## src/rtl/run_ctrl_pkg.sv

```systemverilog
// Shared types and defaults for the front-panel run controller.
package run_ctrl_pkg;

  localparam int ADDR_W_DEF    = 5;
  localparam int DATA_W_DEF    = 8;
  localparam int MEM_DEPTH_DEF = 32;
  localparam int CNT_W         = 16;

  // The encoding is also the state number shown on the display.
  typedef enum logic [2:0] {
    ST_IDLE   = 3'd0,
    ST_LOAD   = 3'd1,
    ST_PRESET = 3'd2,
    ST_RUN    = 3'd3,
    ST_STEPW  = 3'd4,
    ST_STEP   = 3'd5,
    ST_HALTED = 3'd6,
    ST_TOUT   = 3'd7
  } state_t;

endpackage

```

## src/rtl/btn_sync_edge.sv

```systemverilog
// Two-flop synchronizer for a raw button, followed by a rising-edge detector
// that yields one single-cycle pulse per press, however long it is held.
module btn_sync_edge (
  input  logic clock,
  input  logic reset,
  input  logic din,
  output logic pulse
);

  logic s1, s2, s3;

  // Synchronizer chain plus one delayed copy for edge detection.
  // NOTE: state flops use non-blocking assignments so every flop samples the
  // pre-edge value; blocking here would collapse the chain into one flop.
  always_ff @(posedge clock or negedge reset) begin
    if (!reset) begin
      s1 <= 1'b0;
      s2 <= 1'b0;
      s3 <= 1'b0;
    end else begin
      s1 <= din;
      s2 <= s1;
      s3 <= s2;
    end
  end

  assign pulse = s2 & ~s3;

endmodule

```

## src/rtl/run_ctrl.sv

```systemverilog
// Front-panel sequencer for the 8-bit accumulator CPU: loads program words
// from the switches, releases the CPU in free-run or single-step mode through
// a clock enable, counts enabled cycles and watches for halt or a hung run.
module run_ctrl
  import run_ctrl_pkg::*;
#(
  parameter int MEM_DEPTH = MEM_DEPTH_DEF,
  parameter int ADDR_W    = ADDR_W_DEF,
  parameter int DATA_W    = DATA_W_DEF,
  parameter int TIMEOUT   = 1000
) (
  input  logic              clock,
  input  logic              reset,
  input  logic              enter,
  input  logic              start,
  input  logic              load,
  input  logic              step_mode,
  input  logic [DATA_W-1:0] Nin,
  input  logic              halt,
  output logic [ADDR_W-1:0] ld_addr,
  output logic [DATA_W-1:0] ld_data,
  output logic              ld_we,
  output logic              cpu_en,
  output logic              cpu_reset,
  output logic [CNT_W-1:0]  cycle_cnt,
  output logic              timeout,
  output logic [2:0]        state_no
);

  localparam logic [ADDR_W-1:0] LAST_ADDR   = ADDR_W'(MEM_DEPTH - 1);
  localparam logic [CNT_W-1:0]  TIMEOUT_CNT = CNT_W'(TIMEOUT);
  localparam logic [CNT_W-1:0]  CNT_MAX     = '1;

  state_t state, state_next;
  logic   enter_p, start_p, load_p;
  logic   step_s1, step_s;

  btn_sync_edge u_enter (.clock(clock), .reset(reset), .din(enter), .pulse(enter_p));
  btn_sync_edge u_start (.clock(clock), .reset(reset), .din(start), .pulse(start_p));
  btn_sync_edge u_load  (.clock(clock), .reset(reset), .din(load),  .pulse(load_p));

  // step_mode is a level, so it only needs synchronizing, not edge detection.
  always_ff @(posedge clock or negedge reset) begin
    if (!reset) begin
      step_s1 <= 1'b0;
      step_s  <= 1'b0;
    end else begin
      step_s1 <= step_mode;
      step_s  <= step_s1;
    end
  end

  // State register.
  always_ff @(posedge clock or negedge reset) begin
    if (!reset) state <= ST_IDLE;
    else        state <= state_next;
  end

  // Next-state logic.
  // NOTE: state_next gets its default before the case so that every path
  // assigns it and no latch is inferred.
  always_comb begin
    state_next = state;
    case (state)
      ST_IDLE: begin
        if (start_p)     state_next = ST_PRESET;
        else if (load_p) state_next = ST_LOAD;
      end
      ST_LOAD: begin
        // start always wins; a partial load leaves the rest of memory alone
        if (start_p)                            state_next = ST_PRESET;
        else if (ld_we && ld_addr == LAST_ADDR) state_next = ST_IDLE;
      end
      ST_PRESET: state_next = step_s ? ST_STEPW : ST_RUN;
      ST_RUN: begin
        if (halt)                          state_next = ST_HALTED;
        else if (cycle_cnt == TIMEOUT_CNT) state_next = ST_TOUT;
        else if (step_s)                   state_next = ST_STEPW;
      end
      ST_STEPW: begin
        if (halt)         state_next = ST_HALTED;
        else if (enter_p) state_next = ST_STEP;
        else if (!step_s) state_next = ST_RUN;
      end
      ST_STEP: state_next = halt ? ST_HALTED : ST_STEPW;
      ST_HALTED, ST_TOUT: begin
        if (start_p)     state_next = ST_PRESET;
        else if (load_p) state_next = ST_LOAD;
      end
      default: state_next = ST_IDLE;
    endcase
  end

  // CPU controls decoded from the state register alone.
  always_comb begin
    cpu_en    = (state == ST_RUN) || (state == ST_STEP);
    cpu_reset = (state == ST_IDLE) || (state == ST_LOAD) || (state == ST_PRESET);
    state_no  = state;
  end

  // Loader: capture switches on enter, strobe ld_we one cycle, then advance.
  always_ff @(posedge clock or negedge reset) begin
    if (!reset) begin
      ld_addr <= '0;
      ld_data <= '0;
      ld_we   <= 1'b0;
    end else begin
      ld_we <= 1'b0;
      // the ld_we guard keeps a write from straddling the exit from LOAD
      if (state == ST_LOAD && enter_p && !start_p && !ld_we) begin
        ld_data <= Nin;
        ld_we   <= 1'b1;
      end
      if (ld_we)
        ld_addr <= (ld_addr == LAST_ADDR) ? '0 : ld_addr + 1'b1;
      else if (state != ST_LOAD && state_next == ST_LOAD)
        ld_addr <= '0;
    end
  end

  // Enabled-cycle counter, saturating, cleared only in PRESET.
  always_ff @(posedge clock or negedge reset) begin
    if (!reset)
      cycle_cnt <= '0;
    else if (state == ST_PRESET)
      cycle_cnt <= '0;
    else if (cpu_en && cycle_cnt != CNT_MAX)
      cycle_cnt <= cycle_cnt + 1'b1;
  end

  // Watchdog flag: set on the trip into TOUT, held until the next PRESET.
  always_ff @(posedge clock or negedge reset) begin
    if (!reset)
      timeout <= 1'b0;
    else if (state == ST_PRESET)
      timeout <= 1'b0;
    else if (state == ST_RUN && state_next == ST_TOUT)
      timeout <= 1'b1;
  end

endmodule

```

## config.mk

```make
export PLATFORM = sky130hd
export DESIGN_NAME = run_ctrl
export DESIGN_NICKNAME = d
export VERILOG_FILES = /design/src/rtl/run_ctrl_pkg.sv /design/src/rtl/btn_sync_edge.sv /design/src/rtl/run_ctrl.sv
export SDC_FILE = /design/constraint.sdc
export NUM_CORES = 1
export LEC_CHECK = 0
export ABC_CLOCK_PERIOD_IN_PS = 1800
export CAP_MARGIN = 20
export CORE_MARGIN = 4
export CORE_UTILIZATION = 59
export CTS_BUF_LIST = sky130_fd_sc_hd__clkbuf_8
export DETAILED_ROUTE_END_ITERATION = 8
export DONT_BUFFER_PORTS = 1
export GPL_ROUTABILITY_DRIVEN = 0
export MAX_ROUTING_LAYER = met4
export PLACE_DENSITY = 0.8
export SETUP_SLACK_MARGIN = 0.3
export SLEW_MARGIN = 20
export SYNTH_ARGS = -nofsm -noshare
export SYNTH_HDL_FRONTEND = slang
export SYNTH_HIERARCHICAL = 1
export SYNTH_SLANG_ARGS = --single-unit
```

## constraint.sdc

```tcl
create_clock -name clock -period 1.8 [get_ports clock]
set_input_delay 0.36 -clock clock [delete_from_list [all_inputs] [get_ports clock]]
set_output_delay 0.36 -clock clock [all_outputs]
set_load 0.01 [all_outputs]
```

== After elaboration in Yosys (flattened, before gate mapping) ==
Cells that the tools add are included.

* Input port bits: 15
* Word-level logic and storage cells: 76
* Output and inout port bits: 36
* Register bits after elaboration: 45

* Multiplexer cells: 21
* Add/sub/neg operators: 2
* Equality and inequality tests: 13
* Reduce and logical (&&, ||, !) cells: 17
* Bitwise gates (word level): 6

{| class="wikitable"
|+ Operators by type and width
! cell !! number
|-
| $mux W3 || 11
|-
| $mux W16 || 2
|-
| $pmux W3 S6 || 1
|-
| $add A16 B1 Y16 const B || 1
|-
| $eq A16 B10 Y1 const B || 1
|-
| $ne A16 B16 Y1 const B || 1
|-
| $eq A3 B3 Y1 const B || 5
|-
| $mux W5 || 3
|-
| $logic_and A1 B1 Y1 || 7
|-
| $eq A3 B1 Y1 const B || 2
|-
| $eq A3 B2 Y1 const B || 2
|-
| $reduce_bool A2 Y1 || 3
|-
| $add A5 B1 Y5 const B || 1
|-
| $eq A5 B5 Y1 const B || 1
|-
| $and A1 B1 Y1 || 3
|-
| $logic_not A3 Y1 || 1
|-
| $logic_or A1 B1 Y1 || 3
|-
| $mux W1 || 3
|-
| $ne A3 B1 Y1 const B || 1
|-
| $not A1 Y1 || 3
|-
| $reduce_or A3 Y1 || 1
|-
| $logic_not A1 Y1 || 2
|-
| $mux W2 || 1
|}

== Longest topological paths before layout ==
Gate-level depths: netlist of run 1.

* Depth in word-level cells: 9
* Mapped depth: 8
* Gate-level depth less buffers: 8

== Cells and area by module ==
Netlist of run 1, hierarchy kept.

{| class="wikitable"
|+ By module, submodules not included
! module !! times used !! area each (µm²) !! cells each !! seq. area each (µm²)
|-
| run_ctrl || 1 || 1980.6 || 216 || 900.9
|-
| btn_sync_edge || 3 || 88.8 || 4 || 75.1
|}

== Worst setup path before layout of run 1 ==
No wires, ideal clock.

* Path type: flip-flop to flip-flop
* From: register cycle_cnt[0]
* To: register ld_addr[0]
* Path buffers: 0
* Period minus slack after synthesis: 1.954 ns
* Required time: 1.680 ns
* Path slack: -0.154 ns
* Data arrival time: 1.835 ns
* Cell stages (with the launch flop): 9
* Setup time: 0.120 ns
* Cells stage by stage: dfrtp_1 -> inv_1 -> ha_1 -> and4bb_1 -> nand4_1 -> a21oi_1 -> or2_1 -> or3_4 -> a31o_1

* Longest elaborated chain between the ends: 7

{| class="wikitable"
|+ RTL lines
! what !! line !! text
|-
| from (decl) || run_ctrl.sv:25 || <nowiki>output logic [CNT_W-1:0] cycle_cnt,</nowiki>
|-
| from (signal assigned) || run_ctrl.sv:128 || <nowiki>cycle_cnt <= cycle_cnt + 1'b1;</nowiki>
|-
| $eq A16 B10 Y1 || run_ctrl.sv:77 || <nowiki>else if (cycle_cnt == TIMEOUT_CNT) state_next = ST_TOUT;</nowiki>
|-
| $mux W3 || run_ctrl.sv:77 ||
|-
| $mux W3 || run_ctrl.sv:76 || <nowiki>if (halt) state_next = ST_HALTED;</nowiki>
|-
| $pmux W3 S6 || run_ctrl.sv:64 || <nowiki>case (state)</nowiki>
|-
| named net state_next[1] || run_ctrl.sv:34 || <nowiki>state_t state, state_next;</nowiki>
|-
| $eq A3 B1 Y1 || run_ctrl.sv:116 || <nowiki>else if (state != ST_LOAD && state_next == ST_LOAD)</nowiki>
|-
| $logic_and A1 B1 Y1 || run_ctrl.sv:116 ||
|-
| $reduce_bool A2 Y1 (no source line) || - ||
|-
| to (signal assigned) || run_ctrl.sv:115 || <nowiki>ld_addr <= (ld_addr == LAST_ADDR) ? '0 : ld_addr + 1'b1;</nowiki>
|-
| to (decl) || run_ctrl.sv:20 || <nowiki>output logic [ADDR_W-1:0] ld_addr,</nowiki>
|}

The timed path passes the listed nets, and every way through them passes these cells.
A chain may end at the register's enable or synchronous reset.

== Final worst setup path of run 1 ==
* From: register state[1], in the netlist state_no[1]
* To: register ld_addr[1]

* Longest elaborated chain between the ends: 7
* Elaborated cells between the ends (all ways): 24
* Those cells by class: eq/ne: 9; mux: 11; reduce/logical: 4

{| class="wikitable"
|+ RTL lines
! what !! line !! text
|-
| from (decl) || run_ctrl.sv:34 ||
|-
| from (signal assigned) || run_ctrl.sv:56 || <nowiki>else state <= state_next;</nowiki>
|-
| $mux W3 (on tied branches) || run_ctrl.sv:83, run_ctrl.sv:78 ||
|-
| $mux W3 (on tied branches) || run_ctrl.sv:82, run_ctrl.sv:77 ||
|-
| $mux W3 (on tied branches) || run_ctrl.sv:81, run_ctrl.sv:76 ||
|-
| $pmux W3 S6 (*) || run_ctrl.sv:64 ||
|-
| named net state_next[1] || run_ctrl.sv:34 ||
|-
| $eq A3 B1 Y1 (*) || run_ctrl.sv:116 ||
|-
| $logic_and A1 B1 Y1 (*) || run_ctrl.sv:116 ||
|-
| $reduce_bool A2 Y1 (no source line) (*) || - ||
|}

Mark *: on every way through the listed nets, which the timed path passes. The rest lies on a longest branch.

==> results of run 1 <==
[worst max-delay path by stage]
| stage | from | endpoint | slack (ns) |
|---|---|---|---|
| detailed placement | state_no[1] | ld_addr[4] | -0.16 |
| global route | state_no[1] | ld_addr[1] | -0.39 |
| CTS | cycle_cnt[0] | ld_addr[0] | -0.14 |
| global placement | state_no[2] | ld_addr[4] | -0.12 |
| finish | state_no[1] | ld_addr[1] | -0.34 |
| floorplan | cycle_cnt[0] | ld_addr[4] | -0.07 |
[cells by family after synthesis]
logic type               synth area share [%]
adder cells (fa/ha/maj)                  2.23
buffers and inverters                    3.40
AO/OA/AOI/OAI                            10.6
AND/OR/NAND/NOR                          26.5
XOR/XNOR                                 5.79
multiplexers                             1.34
flip-flops                               50.1
[layer usage]
layer / track usage [%] / part of all wire (%) / wire length [um]
met1: 33.0 / 34 / 3010
met2: 45.3 / 50 / 4470
met3: 7.97 / 10 / 931
met4: 13.8 / 5.7 / 506
met5: - / 0 / 0
[synth_stat cells, types with 5 or more instances]
cell type,count
dfrtp_1,45
nand2_1,33
nor2_1,24
nand3_1,12
xor2_1,8
a31o_1,7
nand4_1,7
inv_1,6
o21ai_0,6
and2_1,5
xnor2_1,5
[metrics by stage]
stage,setup slack (ns),power [mW]
floorplan,-0.0738,2.25
global placement,-0.116,2.70
detailed placement,-0.156,2.75
CTS,-0.144,3.68
global route,-0.392,4.76
finish,-0.342,4.62
[report_power, final]
group	leakage [nW]	total [mW]	switching [mW]	internal, mW
sequential	0.563	1.43	0.239	1.19
clock	0.0542	0.705	0.357	0.348
combinational	0.998	2.48	1.24	1.24
[flip-flops by register name, summed over array words and instances (netlist names)]
name        cells
u_enter/s2      1
u_load/s2       1
timeout         1
state_no        3
u_load/s1       1
u_start/s1      1
step_s          1
cycle_cnt      16
u_start/s2      1
u_start/s3      1
ld_addr         5
u_load/s3       1
ld_data         8
ld_we           1
step_s1         1
u_enter/s1      1
u_enter/s3      1
[critical path: cells and delay by family, from the launching register on]
kind | cells | cell delay (ns)
compound gates | 3 | 0.49
buf+inv | 1 | 0.16
simple gates | 3 | 0.91
flops | 1 | 0.47
[cell type report]
class                           instances  area share, %
Timing Repair Buffer                   85           21.5
Clock buffer                            7           2.81
Tap cell                               48           1.75
Inverter                                8           1.24
Sequential cell                        45           33.0
Clock inverter                          1          0.146
Multi-Input combinational cell        166           39.6
[timing repair]
item,4_1_cts,5_1_grt
setup buffers,10,21
hold endpoints to repair,45,0
pin swaps,13,26
endpoints found under the setup margin,34,36
gates resized for setup,28,66
hold buffers,2,0
==> impl_metrics.env, run 1 <==
export IMPL_cts_root_buf="clkbuf_8"
export IMPL_ys_flop_type="dfrtp_1"
export IMPL_critPathLaunchType="register"
export IMPL_die_y_um=69.7
export IMPL_grt_usage_pct=28.4
export IMPL_post_place_cells=319
export IMPL_syn2layout_area_growth_pct=52.6
export IMPL_clk_pin_slew_ns=0.09
export IMPL_hold_path_end="u_enter/s1"
export IMPL_final_seq_area_um2=1130
export IMPL_port_buffers=0
export IMPL_violations="setup timing"
export IMPL_min_period_ns=2.14
export IMPL_reg2reg_depth=7
export IMPL_core_rowCount=22
export IMPL_setup_ws_ns=-0.342
export IMPL_synth_cell_types=48
export IMPL_leakage_nw=1.61
export IMPL_utilization_pct=93.7
export IMPL_outcome="complete, but fails checks"
export IMPL_synth_top_area_share_pct=50.1
export IMPL_max_cap_violations=0
export IMPL_synth_area_leader_cell="dfrtp_1"
export IMPL_r2r_end="ld_addr[1]"
export IMPL_clock_fmax_mhz=467
export IMPL_hp_start="enter"
export IMPL_final_cell_mix="buf_4 (63), dfrtp_1 (40), nor2_1 (22), buf_6 (20), nand2_2 (14)"
export IMPL_finalMaxSlewViolations=0
export IMPL_die_area_um2=4860
export IMPL_dpl_hpwl_um=3900
export IMPL_antennaDiodeCount=0
export IMPL_reg2reg_slack_ns=-0.34
export IMPL_placed_area_um2=2720
export IMPL_hold_depth=0
export IMPL_setup_viol=22
export IMPL_synthesis_nets=247
export IMPL_drt_first_iter_violations=395
export IMPL_wire_per_inst_um=24.8
export IMPL_finalHoldViolCount=0
export IMPL_synth_edf_count=0
export IMPL_cp_arrival_ns=2.34
export IMPL_drc=0
export IMPL_worst_slew_pin_slew_ns=0.412
export IMPL_crit_required_ns=2.00
export IMPL_rsz0062_at_grt="yes"
export IMPL_syn_area_um2=2250
export IMPL_grt_pass1_vias=2172
export IMPL_end_kind="register"
export IMPL_antenna_found_initial=0
export IMPL_numCtsBuffers=5
export IMPL_cp_slowest_cell="dfrtp_2"
export IMPL_ys_warn_count=6
export IMPL_fin_area_um2=3430
export IMPL_criticalPathCategory="reg2reg"
export IMPL_cts_sinks=45
export IMPL_ys_seq_area_share_pct=50.1
export IMPL_ys_seq_elements=45
export IMPL_rr_startpoint="state_no[1]"
export IMPL_crit_chain="buf_4 > nor3_2 > a221o_1 > a2bb2oi_2 > or2_1 > or3_4 > a31o_1"
export IMPL_final_common_cell="buf_4"
export IMPL_async_flop_share_pct=100
export IMPL_clock_path_buffers=2
export IMPL_whs_ns=0.0708
export IMPL_setup_tns_ns=-4.31
export IMPL_grt_max_degree=46
export IMPL_clock_latency_ns=0.31
export IMPL_slew_headroom_pct=72.3
export IMPL_initial_core_util_pct=61.4
export IMPL_grt_overflow_total=0
export IMPL_netlist_top_cells_area="dfrtp_1 (50%), nand2_1 (5.5%), nor2_1 (4.0%)"
export IMPL_htreeDepth=2
export IMPL_ioPinCount=51
export IMPL_period_share_pct=119
export IMPL_die_w_um=69.7
export IMPL_peakVddDrop_mv=0.645
export IMPL_powerDensity_nw_per_um2=1350
export IMPL_coreArea_um2=3660
export IMPL_grt_pass1_wl_um=10700
export IMPL_antenna_left=0
export IMPL_crit_fanout=6
export IMPL_wirelength_um=8920
export IMPL_synthCells=228
export IMPL_multi_input_area_um2=1360
export IMPL_cts_tree="done"
export IMPL_dr_pass1_iters=5
export IMPL_max_stage_delay_ns=0.47
export IMPL_synth_avg_cell_area_um2=9.86
export IMPL_drive_gt1_share_pct=52.2
export IMPL_finClkSkew_ns=0.0126
export IMPL_final_nets=330
export IMPL_nFillCells=109
export IMPL_vias=2437
export IMPL_vias_per_cell=6.77
export IMPL_min_path_type="in2reg"
export IMPL_fin_cells=360
No activity file was read; power rests on OpenSTA's default activity.
==> run 2, diff against run 1 <==
--- a/config.mk
+++ b/config.mk
@@ -7,7 +7,7 @@
 export LEC_CHECK = 0
 export ABC_CLOCK_PERIOD_IN_PS = 1800
 export CAP_MARGIN = 20
-export CORE_MARGIN = 4
+export CORE_MARGIN = 2
 export CORE_UTILIZATION = 59
 export CTS_BUF_LIST = sky130_fd_sc_hd__clkbuf_8
 export DETAILED_ROUTE_END_ITERATION = 8
@@ -15,6 +15,7 @@
 export GPL_ROUTABILITY_DRIVEN = 0
 export MAX_ROUTING_LAYER = met4
 export PLACE_DENSITY = 0.8
+export REMOVE_ABC_BUFFERS = 1
 export SETUP_SLACK_MARGIN = 0.3
 export SLEW_MARGIN = 20
 export SYNTH_ARGS = -nofsm -noshare
==> run 2 against run 1 <==
The flow still finishes with violations (setup timing). Maximum frequency is 10% higher. Non-clock buffer count is 22 lower. Global-route usage is 0.27 points lower. First-iteration DRC count is 67% lower. Power is 20% lower. Critical path type unchanged.
==> impl_metrics.env, run 2 (synthesis gave the netlist of run 1 again) <==
export IMPL_finalMaxSlewViolations=0
export IMPL_grt_max_degree=46
export IMPL_clock_path_buffers=2
export IMPL_grt_usage_pct=28.1
export IMPL_antenna_found_initial=0
export IMPL_cp_slowest_cell="dfrtp_1"
export IMPL_grt_overflow_total=0
export IMPL_final_common_cell="buf_4"
export IMPL_period_share_pct=108
export IMPL_setup_tns_ns=-1.21
export IMPL_cts_sinks=45
export IMPL_crit_required_ns=2.00
export IMPL_peakVddDrop_mv=0.832
export IMPL_violations="setup timing"
export IMPL_die_area_um2=4320
export IMPL_clock_fmax_mhz=515
export IMPL_min_path_type="in2reg"
export IMPL_rsz0062_at_grt="yes"
export IMPL_drive_gt1_share_pct=36.6
export IMPL_crit_fanout=5
export IMPL_die_y_um=65.7
export IMPL_grt_pass1_wl_um=8850
export IMPL_ioPinCount=51
export IMPL_max_stage_delay_ns=0.37
export IMPL_grt_pass1_vias=1828
export IMPL_finalPower_mw=3.69
export IMPL_reg_top3="cycle_cnt: 16 flops, ld_data: 8 flops, ld_addr: 5 flops"
export IMPL_cts_root_buf="clkbuf_8"
export IMPL_crit_chain="inv_2 > ha_4 > and4bb_1 > nand4_1 > a21oi_1 > or2_1 > or3_4 > a31o_1"
export IMPL_criticalPathCategory="reg2reg"
export IMPL_leakage_nw=1.40
export IMPL_wirelength_um=5700
export IMPL_slew_headroom_pct=77.8
export IMPL_die_w_um=65.7
export IMPL_setup_ws_ns=-0.142
export IMPL_antennaDiodeCount=0
export IMPL_max_cap_violations=0
export IMPL_top_register="cycle_cnt"
export IMPL_vias_per_cell=5.65
export IMPL_final_cell_mix="buf_4 (55), dfrtp_1 (42), nand2_1 (32), nor2_1 (20), nand3_1 (10)"
export IMPL_numCtsBuffers=5
export IMPL_path_buf_inv=1
export IMPL_setup_viol=16
export IMPL_critPathLaunchType="register"
export IMPL_finalHoldViolCount=0
export IMPL_final_nets=308
export IMPL_largest_register_ffs=16
export IMPL_worst_slew_pin_slew_ns=0.328
export IMPL_clock_latency_ns=0.30
export IMPL_finClkSkew_ns=0.00672
export IMPL_htreeDepth=2
export IMPL_port_buffers=0
export IMPL_outcome="complete, but fails checks"
export IMPL_cp_arrival_ns=2.14
export IMPL_vias=1911
export IMPL_syn2layout_area_growth_pct=32.7
export IMPL_drt_first_iter_violations=131
export IMPL_cts_tree="done"
export IMPL_coreArea_um2=3660
export IMPL_powerDensity_nw_per_um2=1240
export IMPL_core_rowCount=22
export IMPL_end_kind="register"
export IMPL_drc=0
export IMPL_crit_family="simple AND/OR/NAND/NOR gates"
export IMPL_min_period_ns=1.94
export IMPL_initial_core_util_pct=61.4
export IMPL_clk_pin_slew_ns=0.09
export IMPL_dpl_hpwl_um=3630
export IMPL_antenna_left=0
export IMPL_wire_per_inst_um=16.9
export IMPL_dr_pass1_iters=4
==> run 2: cell types whose count changed in the layout (fill, tap and decap cells not counted), moves of 3 or more <==
cell     delta
buf_4       -8
nand3_1     +5
nand2_2    -13
nand2_1    +21
nand3_2     -4
nand2_4     -8
o21ai_0     +3
buf_6      -14
==> run 2: layout make-up <==
cell class	instances	area (um^2)
well taps	48	60.1
flip-flops and latches	45	1130
clock inverters	3	25.0
fillers	218	679
inverters	8	30.0
clock buffers	5	68.8
repair buffers	63	510
multi-input cells	166	1160
==> run 2: repair_timing <==
item | in CTS | in global routing
setup buffers | 7 | 3
endpoints found under the hold margin | 45 | 0
gates resized for setup | 28 | 14
setup endpoints to repair | 34 | 35
cloned | 0 | 0
pin swaps | 25 | 18
hold buffers | 2 | 0
==> run 2: through the flow <==
step / area [um^2] / util [%] / instances / setup WS, ns / hold WS (ns)
after floorplan: 2200 / - / 219 / -0.280 / 0.0644
after global placement: 2640 / 72.2 / 318 / -0.210 / 0.0650
after detailed placement: 2640 / 72.2 / 318 / -0.225 / 0.0649
after CTS: 2920 / 79.6 / 335 / -0.118 / 0.0701
after global routing: 2980 / 81.4 / 338 / -0.205 / 0.0551
final: 2980 / 81.4 / 338 / -0.142 / 0.0754
==> run 2: power by group <==
group | leakage [nW] | internal [mW] | total (mW) | switching (mW)
Clock | 0.0447 | 0.280 | 0.644 | 0.364
Sequential | 0.566 | 1.19 | 1.41 | 0.221
Combinational | 0.787 | 0.861 | 1.63 | 0.769
==> run 2: final timing paths <==
check | start | end | slack, ns | depth (start not counted)
hold / removal | start | u_start/s1 | 0.08 | 0
hold reg to reg | u_enter/s1 | u_enter/s2 | 0.36 | 0
max in group asynchronous | reset | state_no[0] | 1.05 | 2
setup reg to reg | cycle_cnt[0] | ld_addr[1] | -0.14 | 8
min in group asynchronous | reset | u_enter/s1 | 0.53 | 2
setup / recovery | cycle_cnt[0] | ld_addr[1] | -0.14 | 8
==> run 2: layer usage <==
layer	GRT usage [%]	share of wire (%)	wire length, um
met1	36.2	41	2320
met3	6.68	5.7	324
met2	44.1	52	2950
met4	9.38	1.7	97
met5	-	0	0
